File: src/rtl/top_core.sv
// top_core: registered 4-bit two-operand logic/arithmetic unit.
// The result, carry/borrow, zero flag and valid are registered one cycle
// after an accepted input. Inputs are accepted when in_valid is high.
// Optional build macro: TOP_SAT_EN. When defined, ADD saturates to 4'hF on
// overflow and SUB clamps to 4'h0 on borrow. The carry output still reports
// the overflow or borrow in both builds.
module top_core (
  input  logic       clk,
  input  logic       rst,
  input  logic       in_valid,
  input  logic [2:0] op,
  input  logic [3:0] top1,
  input  logic [3:0] top2,
  output logic [3:0] top_res,
  output logic       out_valid,
  output logic       carry,
  output logic       zero
);

  typedef enum logic [2:0] {
    OP_AND  = 3'b000,
    OP_OR   = 3'b001,
    OP_XOR  = 3'b010,
    OP_ADD  = 3'b011,
    OP_SUB  = 3'b100,
    OP_NOT  = 3'b101,
    OP_PASS = 3'b110,
    OP_NAND = 3'b111
  } op_e;

  op_e        op_sel;
  logic [4:0] sum;
  logic [4:0] diff;
  logic [3:0] res_d;
  logic       carry_d;
  logic [3:0] res_q;
  logic       carry_q;
  logic       zero_q;
  logic       valid_q;

  assign op_sel = op_e'(op);

  // Combinational result and carry/borrow for the current operands.
  // diff[4] is the borrow, because the 5-bit unsigned subtract wraps.
  always_comb begin
    sum     = {1'b0, top1} + {1'b0, top2};
    diff    = {1'b0, top1} - {1'b0, top2};
    res_d   = '0;
    carry_d = 1'b0;
    case (op_sel)
      OP_AND:  res_d = top1 & top2;
      OP_OR:   res_d = top1 | top2;
      OP_XOR:  res_d = top1 ^ top2;
      OP_ADD: begin
        carry_d = sum[4];
`ifdef TOP_SAT_EN
        res_d   = sum[4] ? '1 : sum[3:0];
`else
        res_d   = sum[3:0];
`endif
      end
      OP_SUB: begin
        carry_d = diff[4];
`ifdef TOP_SAT_EN
        res_d   = diff[4] ? '0 : diff[3:0];
`else
        res_d   = diff[3:0];
`endif
      end
      OP_NOT:  res_d = ~top1;
      OP_PASS: res_d = top1;
      OP_NAND: res_d = ~(top1 & top2);
    endcase
  end

  // Output registers. Reset has priority over in_valid.
  // Result and flags hold their values while in_valid is low.
  always_ff @(posedge clk) begin
    if (rst) begin
      res_q   <= '0;
      carry_q <= 1'b0;
      zero_q  <= 1'b1;
      valid_q <= 1'b0;
    end else begin
      valid_q <= in_valid;
      if (in_valid) begin
        res_q   <= res_d;
        carry_q <= carry_d;
        zero_q  <= (res_d == '0);
      end
    end
  end

  assign top_res   = res_q;
  assign carry     = carry_q;
  assign zero      = zero_q;
  assign out_valid = valid_q;

endmodule

File: config.mk
export PLATFORM = sky130hd
export DESIGN_NAME = top_core
export DESIGN_NICKNAME = d
export VERILOG_FILES = /design/src/rtl/top_core.sv
export SDC_FILE = /design/constraint.sdc
export NUM_CORES = 1
export LEC_CHECK = 0
export ABC_AREA = 1
export BUFFER_PORTS_ARGS = -buffer_cell sky130_fd_sc_hd__buf_2
export CAP_MARGIN = 20
export CORE_MARGIN = 2
export CORE_UTILIZATION = 50
export DETAILED_ROUTE_END_ITERATION = 8
export PLACE_DENSITY = 0.76
export SKIP_LAST_GASP = 1
export SLEW_MARGIN = 20
export SYNTH_ARGS = -nofsm -noshare
export SYNTH_HDL_FRONTEND = slang
export SYNTH_SLANG_ARGS = --single-unit
export TNS_END_PERCENT = 10
File: constraint.sdc
create_clock -name clk -period 1.9 [get_ports clk]
set_input_delay 0.19 -clock clk [delete_from_list [all_inputs] [get_ports clk]]
set_output_delay 0.19 -clock clk [all_outputs]
set_load 0.05 [all_outputs]
# == Yosys cells after proc, flatten, opt, wreduce, memory -nomap -nowiden ==
# Cells that the tools add are included.
# totals
reg_bits,7
in_bits,14
output_inout_bits,7
elab_cells,22
# op_classes
n_addsub,2
eq_ne,7
muxes,2
bitwise_logic,5
reduce_logical,2
# ops
operator,count
4-bit one-hot mux with 8 select lines,1
"3-bit equality test, second input constant",4
4-bit NOT,2
"3-bit by 2-bit equality test with 1-bit output, second input constant",2
4-bit by 4-bit adder with 5-bit output,1
4-bit by 4-bit subtractor with 5-bit output,1
4-bit AND,1
4-bit logical NOT,1
4-bit OR,1
4-bit bitwise XOR,1
"3-bit by 1-bit equality test with 1-bit output, second input constant",1
3-bit logical NOT,1
1-bit one-hot mux with 2 select lines,1

# == Longest topological paths before layout ==
# logic_depth
depth_word,4
ltp_mapped,12
ltp_nobuf,12

# == Worst setup path before layout ==
# Ideal clock, no wire load.
# synth_path
path_kind,input-to-reg
startpoint,input port top1[0]
endpoint,"register zero_q, in the netlist zero"
setup_ps,60
arrival_ps,1449
t_required_ps,1840
slack_ps,391
path_stages,12
path_buffers,0
path_cell_list,inv_1 > ha_1 > fa_1 > nand3b_1 > nand2_1 > nor2_1 > nand2_1 > nand2_1 > nand2_1 > nor2_1 > nand3_1 > nand2_1
# synth_between
elab_chain_cells,4
word_cells_on_any_way,9
cone_classes,add/sub: 2; mux: 1; bitwise: 5; reduce/logical: 1
# synth_lines
element,line,rtl
"start, declared",12,"input logic [3:0] top1,"
"parallel branches: the longest is 2 deep, another holds 4-bit by 4-bit subtractor with 5-bit output",-,
4-bit one-hot mux with 8 select lines (*),50,case (op_sel)
4-bit logical NOT (*),89,zero_q <= (res_d == '0);
"end signal, assigned",89,
"end, declared",38,logic zero_q;
# Every way passes the cells marked *.
# A chain may end at the register's enable or synchronous reset.

# == Final worst setup path ==
# Ends and elaborated chain as after synthesis.

==> flow_metrics.tcl <==
set metrics [dict create \
    numClockSinks 7 \
    clkLatencyLatePin_ns 0.25 \
    cts_made_buffers 3 \
    yosys_warnings 0 \
    drt-pass1-iter-count 4 \
    powerDensity_nw_per_um2 513.1 \
    ys_seq_area_share_pct 15.28 \
    grt_pass1_vias 780 \
    core_um2 1727 \
    max_slew.worst_pin.slew_ns 0.2674 \
    post_cts_buffers 0 \
    pre_cts_slack_ns 0.1128 \
    startpoint_type "input port" \
    drc 0 \
    reg2reg_from "top_res[2]" \
    final_common_cell "nand2_1" \
    die_h_um 46.83 \
    p_seq_share_pct 30.5 \
    ant_nets 0 \
    end_kind "flop" \
    hold_buffers 0 \
    startpoint "top1[0]" \
    hold_path_class "in2reg" \
    synth_area_per_cell_um2 6.074 \
    numPortBuffers 20 \
    avgViaCountPerCell 5.072 \
    p_leak_nw 0.6044 \
    antenna_found_initial 0 \
    timing.fmax_mhz 646.1 \
    syn_to_final_growth_pct 13.92 \
    layout.cells.most_common_list "nand2_1 (31), inv_1 (22), nor2_1 (21)" \
    die_w_um 46.83 \
    cts_resized 0 \
    path_max_fanout 4 \
    syn_inst 151 \
    clockBufferDepth 2 \
    skew_ns 0 \
    drtIter0Drc 41 \
    internal_power_mw 0.3127 \
    path_clk_slew_ns 0.05 \
    yosys_register_bits 7 \
    grt_max_degree 16 \
    placed_area_um2 1018 \
    worstRegToRegCells 4 \
    finalMaxSlewViolations 0 \
    status "completed" \
    final.setup.tns_ns 0 \
    cts_root_buffer "clkbuf_4" \
    critPathKind "in2reg" \
    dp_hpwl_um 1715 \
    place.gp.congestion 0.9177 \
    routed_wl_um 2150 \
    io_pins 21 \
    power_frac_comb_pct 43.6 \
    relSlewSlack_pct 82.17 \
    period_minus_slack_ns 1.548 \
    p_clk_share_pct 25.9 \
    fin_ws_ns 0.3522 \
    setup_violations 0 \
    grt_pass1_wl_um 3360 \
    min-delay-start "rst" \
    netSwitchingPower_mw 0.2234 \
    die_area_um2 2193 \
    period_share_pct 81.46 \
    switching_share_pct 41.68 \
    drive_gt1_share_pct 15.88 \
    wire_per_inst_um 11.03 \
    htreeDepth 1 \
    maxCapViolations 0 \
    syn-cell-area_um2 917.1 \
    grt_setup_unrepaired "false" \
    vias 989 \
    worstHoldPathCells 2 \
    worstPathArrival_ns 1.75 \
    cts_tree "done" \
    nets 199 \
    p_total_mw 0.5361 \
    fillers 171 \
    fin_area_um2 1045 \
    peakVddDrop_v 0.0005894 \
    yosysUniqueCellTypes 20 \
    grt_usage_pct 21.19 \
    syn-num-nets 179 \
    rows 15 \
    required_ns 2.10 \
    start_util_pct 53.12 \
    antenna_cells 0 \
    hold_viol 0 \
    overflow 0 \
]
synth_stat cells (all sizes together):
cell / n / share of area [%]
nor2: 21 / 8.6
xnor2: 1 / 0.96
buf: 4 / 2.9
nand3b: 2 / 1.6
nand2: 33 / 14
inv: 24 / 9.8
nand3: 15 / 8.2
clkbuf: 1 / 0.41
a21oi: 8 / 4.4
fa: 2 / 4.4
dfxtp: 7 / 15
nand4: 10 / 6.8
ha: 12 / 16
o211ai: 1 / 0.82
o21ai: 9 / 4.9
nor3: 1 / 0.55
metal layers:
metal / GRT usage (%) / routed length (um)
met1: 31.57 / 1051
met2: 31.78 / 978
met3: 6.923 / 120
met4: 0 / 0
met5: 0 / 0
stage by stage:
step           utilization [%]  hold WS (ns)  instances
3_3_place_gp             58.99        0.3974        191
4_1_cts                  60.51        0.1353        195
3_5_place_dp             58.99        0.4030        191
6_report                 60.51        0.1422        195
2_1_floorplan                -        0.2624        151
5_1_grt                  60.51        0.1455        195
logic make-up after synthesis:
kind of cell,synth area share [%]
xor+xnor,0.9552
simple gates,39.84
buf+inv,13.10
compound gates,10.10
fa+ha+maj,20.74
flops,15.28
worst paths after layout:
kind / to / slack, ns
worst max-delay path: zero / 0.35
worst max register to register: top_res[2] / 1.23
worst min-delay path: out_valid / 0.14
worst min register to register: zero / 0.47
power groups by stage:
stage	clock [mW]	sequential (mW)	combinational, mW
floorplan	0	0.208	0.131
finish	0.139	0.164	0.234
global placement	0	0.166	0.230
detailed placement	0	0.166	0.232
global route	0.155	0.165	0.264
CTS	0.144	0.163	0.233
worst max-delay path: stages:
cell	delay [ns]
buf_2	0.11
inv_1	0.06
ha_1	0.23
fa_1	0.48
nand3b_1	0.10
nand2_1	0.06
nor2_1	0.08
nand2_1	0.07
nand2_1	0.08
nand2_1	0.07
nor2_1	0.10
nand3_1	0.08
nand2_1	0.06
sequential cells by signal (all words and copies together) (netlist names):
name,flops
out_valid,1
carry,1
zero,1
top_res,4
cell type report:
class / instances / area [um2] / share of cell area [%]
Sequential cell: 7 / 140.1 / 13.41
Timing Repair Buffer: 20 / 100.1 / 9.581
Clock buffer: 4 / 26.28 / 2.515
Multi-Input combinational cell: 115 / 656.9 / 62.87
Tap cell: 25 / 31.28 / 2.994
Inverter: 24 / 90.09 / 8.623
No activity file was read; power rests on OpenSTA's default activity.
